--- src/rtl/uart_tx.sv ---
`default_nettype none
// ============================================================================
//  Module   : uart_tx
//  Purpose  : UART transmitter. Serialises one byte per valid/ready
//             handshake as: start bit, 8 data bits LSB first, optional
//             parity bit, 1 or 2 stop bits. Each bit lasts CLKS_PER_BIT
//             sys_clk cycles.
//  Ports    : sys_clk   - system clock, rising edge
//             reset_n   - asynchronous active-low reset
//             tx_data   - byte to send, sampled on acceptance only
//             tx_valid  - client presents a byte
//             tx_ready  - block is idle and accepts a byte this cycle
//             tx        - serial line, idles high, driven from a flop
//             tx_busy   - frame in progress
//             tx_done   - one-cycle pulse in the last stop-bit cycle
//  Revision : 1.0 - initial release
// ============================================================================
module uart_tx #(
    parameter int CLKS_PER_BIT = 16,   // 2..65535
    parameter int PARITY       = 0,    // 0 none, 1 even, 2 odd
    parameter int STOP_BITS    = 1     // 1 or 2
) (
    input  logic       sys_clk,
    input  logic       reset_n,
    input  logic [7:0] tx_data,
    input  logic       tx_valid,
    output logic       tx_ready,
    output logic       tx,
    output logic       tx_busy,
    output logic       tx_done
);

    localparam int               C_CNT_W      = (CLKS_PER_BIT > 1) ? $clog2(CLKS_PER_BIT) : 1;
    localparam logic [C_CNT_W-1:0] C_CNT_MAX  = C_CNT_W'(CLKS_PER_BIT - 1);
    localparam logic             C_HAS_PARITY = (PARITY != 0);
    localparam logic             C_ODD_PARITY = (PARITY == 2);
    localparam logic             C_STOP_LAST  = 1'(STOP_BITS - 1);

    localparam logic [2:0] S_IDLE   = 3'd0;
    localparam logic [2:0] S_START  = 3'd1;
    localparam logic [2:0] S_DATA   = 3'd2;
    localparam logic [2:0] S_PARITY = 3'd3;
    localparam logic [2:0] S_STOP   = 3'd4;

    logic [2:0]         r_state;
    logic [2:0]         w_state_nxt;
    logic [C_CNT_W-1:0] r_cnt;
    logic [2:0]         r_bit_idx;
    logic               r_stop_idx;
    logic [7:0]         r_shift;
    logic               r_par;
    logic               r_tx;

    logic w_bit_end;
    logic w_accept;
    logic w_tx_d;
    logic w_ready;
    logic w_done;

    assign w_bit_end = (r_cnt == C_CNT_MAX);
    assign w_accept  = (r_state == S_IDLE) && tx_valid;

    // ------------------------------------------------------------------
    // FSM: state register
    // ------------------------------------------------------------------
    always_ff @(posedge sys_clk or negedge reset_n) begin
        if (!reset_n) begin
            r_state <= S_IDLE;
        end else begin
            r_state <= w_state_nxt;
        end
    end

    // ------------------------------------------------------------------
    // FSM: next-state logic
    // ------------------------------------------------------------------
    always_comb begin
        w_state_nxt = r_state;
        case (r_state)
            S_IDLE: begin
                if (tx_valid) w_state_nxt = S_START;
            end
            S_START: begin
                if (w_bit_end) w_state_nxt = S_DATA;
            end
            S_DATA: begin
                if (w_bit_end && (r_bit_idx == 3'd7))
                    w_state_nxt = C_HAS_PARITY ? S_PARITY : S_STOP;
            end
            S_PARITY: begin
                if (w_bit_end) w_state_nxt = S_STOP;
            end
            S_STOP: begin
                if (w_bit_end && (r_stop_idx == C_STOP_LAST)) w_state_nxt = S_IDLE;
            end
            default: begin
                w_state_nxt = S_IDLE;
            end
        endcase
    end

    // ------------------------------------------------------------------
    // FSM: output decode from the registered state only.
    // w_tx_d is the line level for the current state; it is registered
    // into r_tx, so the pin lags the state by exactly one cycle and the
    // start bit appears on the edge after acceptance.
    // ------------------------------------------------------------------
    always_comb begin
        w_tx_d  = 1'b1;
        w_ready = 1'b0;
        w_done  = 1'b0;
        case (r_state)
            S_IDLE:   w_ready = 1'b1;
            S_START:  w_tx_d  = 1'b0;
            S_DATA:   w_tx_d  = r_shift[0];
            S_PARITY: w_tx_d  = r_par;
            S_STOP:   w_done  = w_bit_end && (r_stop_idx == C_STOP_LAST);
            default:  w_tx_d  = 1'b1;
        endcase
    end

    // ------------------------------------------------------------------
    // Datapath: bit-period counter, bit/stop indices, shift register,
    // parity bit and the output flop.
    // ------------------------------------------------------------------
    always_ff @(posedge sys_clk or negedge reset_n) begin
        if (!reset_n) begin
            r_cnt      <= '0;
            r_bit_idx  <= 3'd0;
            r_stop_idx <= 1'b0;
            r_shift    <= 8'd0;
            r_par      <= 1'b0;
            r_tx       <= 1'b1;
        end else begin
            r_tx <= w_tx_d;
            if (r_state == S_IDLE) begin
                r_cnt      <= '0;
                r_bit_idx  <= 3'd0;
                r_stop_idx <= 1'b0;
                if (w_accept) begin
                    r_shift <= tx_data;
                    // Parity is fixed at acceptance so later tx_data
                    // changes cannot disturb the frame.
                    r_par   <= C_ODD_PARITY ? ~^tx_data : ^tx_data;
                end
            end else begin
                r_cnt <= w_bit_end ? '0 : r_cnt + 1'b1;
                if (w_bit_end) begin
                    case (r_state)
                        S_DATA: begin
                            r_shift   <= {1'b0, r_shift[7:1]};
                            r_bit_idx <= r_bit_idx + 3'd1;
                        end
                        S_STOP: begin
                            r_stop_idx <= r_stop_idx + 1'b1;
                        end
                        default: begin
                        end
                    endcase
                end
            end
        end
    end

    assign tx       = r_tx;
    assign tx_ready = w_ready;
    assign tx_busy  = ~w_ready;
    assign tx_done  = w_done;

endmodule
`default_nettype wire

--- config.mk ---
export PLATFORM = sky130hd
export DESIGN_NAME = uart_tx
export DESIGN_NICKNAME = d
export VERILOG_FILES = /design/src/rtl/uart_tx.sv
export SDC_FILE = /design/constraint.sdc
export NUM_CORES = 1
export LEC_CHECK = 0
export BUFFER_PORTS_ARGS = -buffer_cell sky130_fd_sc_hd__buf_4
export CORE_MARGIN = 2
export CORE_UTILIZATION = 45
export DETAILED_ROUTE_END_ITERATION = 16
export MAX_ROUTING_LAYER = met4
export PLACE_DENSITY = 0.71
export SLEW_MARGIN = 20
export SYNTH_ARGS = -nofsm -noshare
export SYNTH_HDL_FRONTEND = slang
export SYNTH_SLANG_ARGS = --single-unit
--- constraint.sdc ---
create_clock -name sys_clk -period 1.95 [get_ports sys_clk]
set_clock_uncertainty 0.15 [all_clocks]
set_input_delay 0 -clock sys_clk [delete_from_list [all_inputs] [get_ports sys_clk]]
set_output_delay 0 -clock sys_clk [all_outputs]
set_load 0.005 [all_outputs]
After elaboration in Yosys (flattened, before gate mapping). Index checks and enable logic that the tools add are counted.

Bitwise logic cells: 2. Equality and inequality tests: 12. Reduce and logical (&&, ||, !) cells: 13. Add/subtract/negate cells: 3. Mux-type cells: 21.

Operator list (number): $mux 8 (4); $mux 3 (8); $pmux 3 s5 (1); $ne 2x2->1 const B (6); $mux 4 (2); $reduce_xor 8->1 (1); $eq 3x2->1 const B (2); $eq 3x3->1 const B (2); $reduce_and 2->1 (3); $reduce_bool 2->1 (3); $mux 1 (5); $reduce_and 5->1 (1); $add 4x1->4 const B (1); $eq 4x4->1 const B (1); $add 3x1->3 const B (1); $eq 3x1->1 const B (1); $logic_and 1x1->1 (3); $logic_not 3->1 (1); $pmux 1 s3 (1); $reduce_and 3->1 (1); $not 1->1 (2); $add 1x1->1 const B (1).

Bits of input ports: 11. Word-level logic and storage cells: 58. Register bits: 21.

Longest topological paths before layout. Gate-level depths: netlist of run 1.

Word-level depth: 4. Gate-level depth with buffers: 7. Gate-level depth less buffers: 5.

Worst setup path after synthesis of run 1. No wires, ideal clock.

Path kind: flip-flop to flip-flop. Start point: register r_state[0]. End point: register r_shift[5]. Setup slack: 0.368 ns. Arrival time: 1.310 ns. Data required time: 1.678 ns. Cell stages (with the launch flop): 6. Period minus slack after synthesis: 1.582 ns. Cells stage by stage: dfrtp_1 > buf_6 > nor3_4 > buf_6 > mux2i_1 > a21oi_2.

Word-level cells in the longest chain between the ends: 4.

RTL lines: start, declared (line 45) `logic [2:0] r_state;`; start signal, assigned (line 70) `r_state <= w_state_nxt;`; $logic_not 3->1 (line 61, 136); $logic_and 1x1->1 (line 61) `assign w_accept = (r_state == S_IDLE) && tx_valid;`; $ne 2x2->1 (no line); $reduce_and 3->1 (no line); end signal, assigned (line 141) `r_shift <= tx_data;`; end signal, assigned (line 151) `r_shift <= {1'b0, r_shift[7:1]};`; end, declared (line 50) `logic [7:0] r_shift;`.

Several ways; a longest one is shown, not always the timed one. A chain may end at the register's enable or synchronous reset.

Worst setup path in the final report of run 1.
Start point: register r_cnt[0]. End point: output tx_done.

Word-level cells in the longest chain between the ends: 3.

RTL lines: start, declared (line 47) `logic [C_CNT_W-1:0] r_cnt;`; start signal, assigned (line 147) `r_cnt <= w_bit_end ? '0 : r_cnt + 1'b1;`; $eq 4x4->1 (line 60) `assign w_bit_end = (r_cnt == C_CNT_MAX);`; $logic_and 1x1->1 (line 117) `S_STOP: w_done = w_bit_end && (r_stop_idx == C_STOP_LAST);`; $mux 1 (line 112) `case (r_state)`; end, declared (line 30) `output logic tx_done`.

No other way between the ends.

==> results.toml, run 1 <==
[run_status]
run_status = "completed"

[clock_network]
tritoncts_buffers = 3
cts.root.buffer_cell = "sky130_fd_sc_hd__clkbuf_4"
clock_insertion_delay_worst_skew_ns = 0.30
cts.path.max_buffers = 2
numClockSinks = 21
cts_tree = "built"
path_clk_slew_ns = 0.12
cts-htree-levels = 1

[routing]
drt_pre_antenna_iters = 4
total_wirelength_um = 2181
routed_wire_length_per_instance_um = 13.22
route.detailed.drc = 0
antenna_violating_nets_left = 0
route.vias.total = 843
dr.first_iter.drc_count = 2
vias_per_cell = 5.109

[logic_synthesis]
synth.avg_cell_area_um2 = 10.43
synth-edff-count = 0
asyncSetResetFlopFracSynth = 1.000
syn-num-nets = 122
synthCells = 108
syn_area_um2 = 1126
synth_seq_cells = 21
synthTopCellsByArea = "sky130_fd_sc_hd__dfrtp_1, sky130_fd_sc_hd__mux2i_1, sky130_fd_sc_hd__xnor2_1"
synthDistinctLibCells = 31
synth_top_cell_area_share = 0.4444
seq_area_frac_synth = 0.4678
synth_area_leader_cell = "sky130_fd_sc_hd__dfrtp_1"
synth-warning-count = 0
postSynth.topFlopCell = "sky130_fd_sc_hd__dfrtp_1"

[floorplan]
die_h_um = 54.03
std_cell_rows = 18
dieWidth_um = 54.03
floorplan.core_area_um2 = 2432
initial_utilization = 0.4630
io_pins = 15
fp.dieArea_um2 = 2919

[worst_setup_path]
crit_arrival_ns = 1.64
critical_setup_path_class = "register to output port"
path_max_fanout = 8
slowest_stage = "sky130_fd_sc_hd__dfrtp_1"
cp_cell_sequence = "ha_1, nand3_2, nor3_1, buf_4"
ff2ff_path_depth = 6
endpoint_kind = "output port"
start_kind = "register"
cp_data_required_time_ns = 1.80
critPathMaxStageDelay_ns = 0.42

[grt]
first_global_vias = 844
pin_count_of_the_biggest_net_entering_global_routing = 21
track_usage = 0.1861
wire_length_of_the_first_global_routing_pass_um = 3795
overflow = 0
antenna_found_initial = 0

[layout]
layout.cells.most_common = "sky130_fd_sc_hd__dfrtp_1"
leading_cell_types_in_the_layout_fill_and_taps_excluded = "sky130_fd_sc_hd__dfrtp_1, sky130_fd_sc_hd__buf_4, sky130_fd_sc_hd__nor2_1"
final_net_count = 150
utilization = 0.5684
area_growth_syn_to_layout_pct = 22.78
n_antenna_cell = 0
layout-drive-gt1-share = 0.2222
fill_cells = 214

[timing]
grt_setup_unrepaired = "no"
fin_crit_sh = 0.9184
finalSetupViolations = 0
upper_clock_frequency_limit_ghz = 0.5584
maxSlewViolCount = 0
maxSlewHeadroom = 0.4025
report.final.hold_viol_count = 0
fin_tns_setup_ns = 0
worst_slew_pin_slew_ns = 0.8933
final.min_clock_period_ns = 1.791

[run]
maxCapViolCount = 0

[power_and_ir_drop]
static-leakage-power_nw = 0.5938
power-per-cell-area_nw_per_um2 = 1237
ir_worst_vdd_mv = 0.7033

[hold_path]
timing.hold.worst.class = "primary input to register"
worst_hold_path.num_cells = 3

[place]
gpl_wtd_cong = 0.7083
numPortBuffers = 14
dp_hpwl_um = 1539
synthesized netlist by cell type, types with 2 or more instances:
master,number
sky130_fd_sc_hd__dfrtp_1,20
sky130_fd_sc_hd__nor2_1,13
sky130_fd_sc_hd__a21oi_1,10
sky130_fd_sc_hd__xnor2_1,8
sky130_fd_sc_hd__mux2i_1,7
sky130_fd_sc_hd__nand2_1,6
sky130_fd_sc_hd__o21ai_0,5
sky130_fd_sc_hd__buf_6,4
sky130_fd_sc_hd__inv_1,4
sky130_fd_sc_hd__a21oi_2,3
sky130_fd_sc_hd__ha_1,3
sky130_fd_sc_hd__nor3_1,3
sky130_fd_sc_hd__a22oi_1,2
sky130_fd_sc_hd__buf_4,2
sky130_fd_sc_hd__nor2b_1,2
final timing paths:
check	start	endpoint	slack [ns]
max	r_cnt[0]	tx_done	0.16
min	tx_valid	r_par	0.31
max reg2reg	r_cnt[0]	r_shift[0]	0.20
min reg2reg	r_cnt[0]	r_cnt[0]	0.37
max in group asynchronous	reset_n	r_state[2]	0.35
min in group asynchronous	reset_n	tx	0.56
registers in the layout (all words and copies together), names as in the netlist:
register    cells
r_stop_idx      1
tx              1
r_cnt           4
r_bit_idx       3
r_shift         8
r_par           1
r_state         3
worst max-delay path: cells and delay by family (launching register included):
family                   cells  cell delay, ns
AND/OR/NAND/NOR              2            0.48
adder cells (fa/ha/maj)      1            0.28
flip-flops                   1            0.42
buffers and inverters        1            0.16
area by class of cell:
cell class	instances	area (um^2)	share of cell area
Multi-Input combinational cell	77	529.3	0.3828
Sequential cell	21	526.8	0.3810
Timing Repair Buffer	29	247.7	0.1792
Tap cell	30	37.54	0.02715
Clock buffer	4	26.28	0.01900
Inverter	4	15.01	0.01086
cell families (layout without fill, tap and decap cells):
| logic type | after synthesis | count (layout) | share of synthesized area |
|---|---|---|---|
| and+or+nand+nor | 32 | 32 | 0.1433 |
| AOI/OAI and AO/OA | 26 | 26 | 0.1545 |
| DFF | 21 | 21 | 0.4678 |
| buffers and inverters | 10 | 37 | 0.06666 |
| xor gates and xnor gates | 8 | 8 | 0.06222 |
| muxes | 8 | 8 | 0.07222 |
| adders and majority gates | 3 | 3 | 0.03334 |
layer usage:
| layer | vias up | wire length (um) | global-route usage |
|---|---|---|---|
| li1 | 432 | - | - |
| met1 | 394 | 1013 | 0.2317 |
| met2 | 15 | 1087 | 0.3049 |
| met3 | 2 | 54 | 0.03056 |
| met4 | 0 | 25 | 0.06667 |
| met5 | - | 0 | - |
timing repair:
action,4_1_cts,5_1_grt
setup endpoints to repair,0,1
hold endpoints to repair,31,0
resized for setup,0,1
buffers inserted,0,0
hold buffers,12,0
report_power, final:
group	switching, W	total, W	leakage (nW)	internal (W)
clock	0.000129	0.000208	0.0150	0.0000797
combinational	0.000350	0.000709	0.325	0.000359
sequential	0.000170	0.000793	0.254	0.000624
metrics by stage:
step	cells	instance area (um^2)	worst slack (ns)	total power (W)	hold WS, ns
after global routing	165	1383	0.03874	0.001882	0.3075
after CTS	165	1378	0.05798	0.001727	0.2615
after global placement	149	1231	0.3166	0.001453	-0.2536
after floorplan	108	1126	0.3683	0.001359	-0.4456
final	165	1383	0.1591	0.001711	0.3119
after detailed placement	149	1231	0.2537	0.001492	-0.2500
No activity file was read; power rests on OpenSTA's default activity.
==> inputs of run 2 (changes only) <==
--- a/config.mk
+++ b/config.mk
@@ -6,11 +6,14 @@
 export NUM_CORES = 1
 export LEC_CHECK = 0
 export BUFFER_PORTS_ARGS = -buffer_cell sky130_fd_sc_hd__buf_4
+export CAP_MARGIN = 20
 export CORE_MARGIN = 2
 export CORE_UTILIZATION = 45
 export DETAILED_ROUTE_END_ITERATION = 16
+export GPL_TIMING_DRIVEN = 0
 export MAX_ROUTING_LAYER = met4
 export PLACE_DENSITY = 0.71
+export SETUP_SLACK_MARGIN = 0.3
 export SLEW_MARGIN = 20
 export SYNTH_ARGS = -nofsm -noshare
 export SYNTH_HDL_FRONTEND = slang
==> run 2 against run 1 <==
The flow now finishes with violations (negative hold slack). Die area is the same. Setup slack improved by 0.11 ns. First-iteration DRC count increased to 3.5 times the previous value. Via count increased by 10%. Global-route usage rose by 0.96 points. Register-to-register slack improved by 0.07 ns.
==> results.toml, run 2 (synthesis gave the netlist of run 1 again) <==
[run_status]
run_status = "complete, but fails checks"
violations = "negative hold slack"

[clock_network]
cts_tree = "built"
tritoncts_buffers = 3
cts.root.buffer_cell = "sky130_fd_sc_hd__clkbuf_4"
clock_insertion_delay_worst_skew_ns = 0.31
numClockSinks = 21
cts.path.max_buffers = 2
cts_hold_repair.buffers = 12
path_clk_slew_ns = 0.13
cts-htree-levels = 1

[floorplan]
initial_utilization = 0.4630
floorplan.core_area_um2 = 2432
std_cell_rows = 18
die_h_um = 54.03
io_pins = 15
fp.dieArea_um2 = 2919
dieWidth_um = 54.03

[routing]
route.vias.total = 930
vias_per_cell = 5.138
dr.first_iter.drc_count = 7
drt_pre_antenna_iters = 4
routed_wire_length_per_instance_um = 13.73
antenna_violating_nets_left = 0
total_wirelength_um = 2485
route.detailed.drc = 0

[hold_path]
timing.hold.worst.class = "primary input to asynchronous set/reset pin"

[worst_setup_path]
path_common_cell = "sky130_fd_sc_hd__buf_6"
path_max_fanout = 8
slowest_stage = "sky130_fd_sc_hd__dfrtp_1"
crit_arrival_ns = 1.74
critPathMaxStageDelay_ns = 0.40
cp_cell_sequence = "buf_6, or2_1, buf_6, a21oi_4, nor2b_1, a31o_2"
critical_setup_path_class = "register to register"
ff2ff_path_depth = 6
cp_data_required_time_ns = 2.00
endpoint_kind = "register"
start_kind = "register"

[timing]
worst_slew_pin_slew_ns = 0.2744
maxSlewViolCount = 0
report.final.hold_viol_count = 20
fin_crit_sh = 0.8628
hold_ws_ns = -0.06655
maxSlewHeadroom = 0.8167
upper_clock_frequency_limit_ghz = 0.5944
final.min_clock_period_ns = 1.682
grt_setup_unrepaired = "yes"
fin_tns_setup_ns = 0
finalSetupViolations = 0

[power_and_ir_drop]
p_clk_frac = 0.109
ir_worst_vdd_mv = 0.9265
cellInternalPower_w = 0.001233
power.switching_fraction = 0.3771
totalPowerFinal_w = 0.001980
sequentialPowerShare = 0.383
combPwrFrac = 0.508
static-leakage-power_nw = 0.6860
power-per-cell-area_nw_per_um2 = 1267
switching_power_w = 0.0007467

[layout]
biggestRegsByFlops = "r_shift: 8 flops, r_cnt: 4 flops"
registers.top_by_ff_count = "r_shift"
leading_cell_types_in_the_layout_fill_and_taps_excluded = "sky130_fd_sc_hd__buf_4, sky130_fd_sc_hd__dfrtp_1, sky130_fd_sc_hd__dlygate4sd3_1"
finalInstanceArea_um2 = 1563
layout-drive-gt1-share = 0.3775
n_antenna_cell = 0
final_net_count = 166
layout.cells.most_common = "sky130_fd_sc_hd__buf_4"
area_growth_syn_to_layout_pct = 38.78
largest_register_ff_count = 8

[grt]
pin_count_of_the_biggest_net_entering_global_routing = 21
first_global_vias = 894
overflow = 0
track_usage = 0.1957
wire_length_of_the_first_global_routing_pass_um = 3926
antenna_found_initial = 0

[place]
postPlaceCellArea_um2 = 1269
dp_hpwl_um = 1568
gpl_wtd_cong = 0.6640
numPortBuffers = 14

[run]
maxCapViolCount = 0
run 2: cell types whose count changed in the layout (fill, tap and decap cells not counted), moves of 2 or more:
cell,delta
sky130_fd_sc_hd__nor2_2,+2
sky130_fd_sc_hd__a21oi_2,+3
sky130_fd_sc_hd__buf_6,+8
sky130_fd_sc_hd__nor2_1,-3
sky130_fd_sc_hd__a21oi_1,-3
sky130_fd_sc_hd__buf_4,+9
run 2: power groups by stage:
stage          Clock (W)  Combinational [W]  Sequential (W)
2_1_floorplan          0           0.000635        0.000724
3_3_place_gp           0           0.000777        0.000741
3_5_place_dp           0           0.000804        0.000753
4_1_cts         0.000225           0.000871        0.000743
5_1_grt         0.000240            0.00111        0.000779
6_report        0.000216            0.00101        0.000758
run 2: through the flow:
step / setup WS, ns / cells / hold slack [ns] / util
floorplan: 0.3683 / 108 / -0.4456 / -
global placement: 0.2228 / 152 / -0.2526 / 0.5216
detailed placement: 0.2070 / 152 / -0.2485 / 0.5216
CTS: 0.1170 / 175 / 0.2495 / 0.6075
global route: 0.1885 / 181 / -0.03266 / 0.6425
finish: 0.2676 / 181 / -0.06655 / 0.6425
run 2: final timing paths:
| check | slack, ns | start | to |
|---|---|---|---|
| max reg2reg | 0.27 | r_state[0] | r_shift[7] |
| min | -0.07 | reset_n | r_state[2] |
| max in group asynchronous | 0.84 | reset_n | tx |
| min reg2reg | 0.37 | r_cnt[0] | r_cnt[0] |
| max | 0.27 | r_state[0] | r_shift[7] |
| min in group sys_clk | 0.25 | tx_valid | r_par |
run 2: area by class of cell:
cell class | count | area, um^2
Timing Repair Buffer | 39 | 331.6
Multi-Input combinational cell | 77 | 560.5
Fill cell | 203 | 869.6
Buffer | 6 | 63.81
Inverter | 4 | 15.01
Clock buffer | 3 | 22.52
Clock inverter | 1 | 5.005
Sequential cell | 21 | 526.8
Tap cell | 30 | 37.54
run 2: worst max-delay path: cells and delay by family, from the launching register on:
kind,cells,cell delay [ns]
simple gates,2,0.31
buf+inv,2,0.26
compound gates,2,0.45
flops,1,0.40
run 2: layer usage:
layer / GRT usage / up-vias / wire, um
met5: - / - / 0
li1: - / 464 / -
met4: 0.07500 / 0 / 40
met1: 0.2124 / 447 / 1034
met3: 0.02500 / 5 / 51
met2: 0.3598 / 14 / 1359
run 2: timing repair:
item,CTS,global route
pin swaps,3,2
setup buffers,6,7
endpoints found under the setup margin,7,34
gates resized for setup,3,14
endpoints found under the hold margin,30,20
cloned,1,0
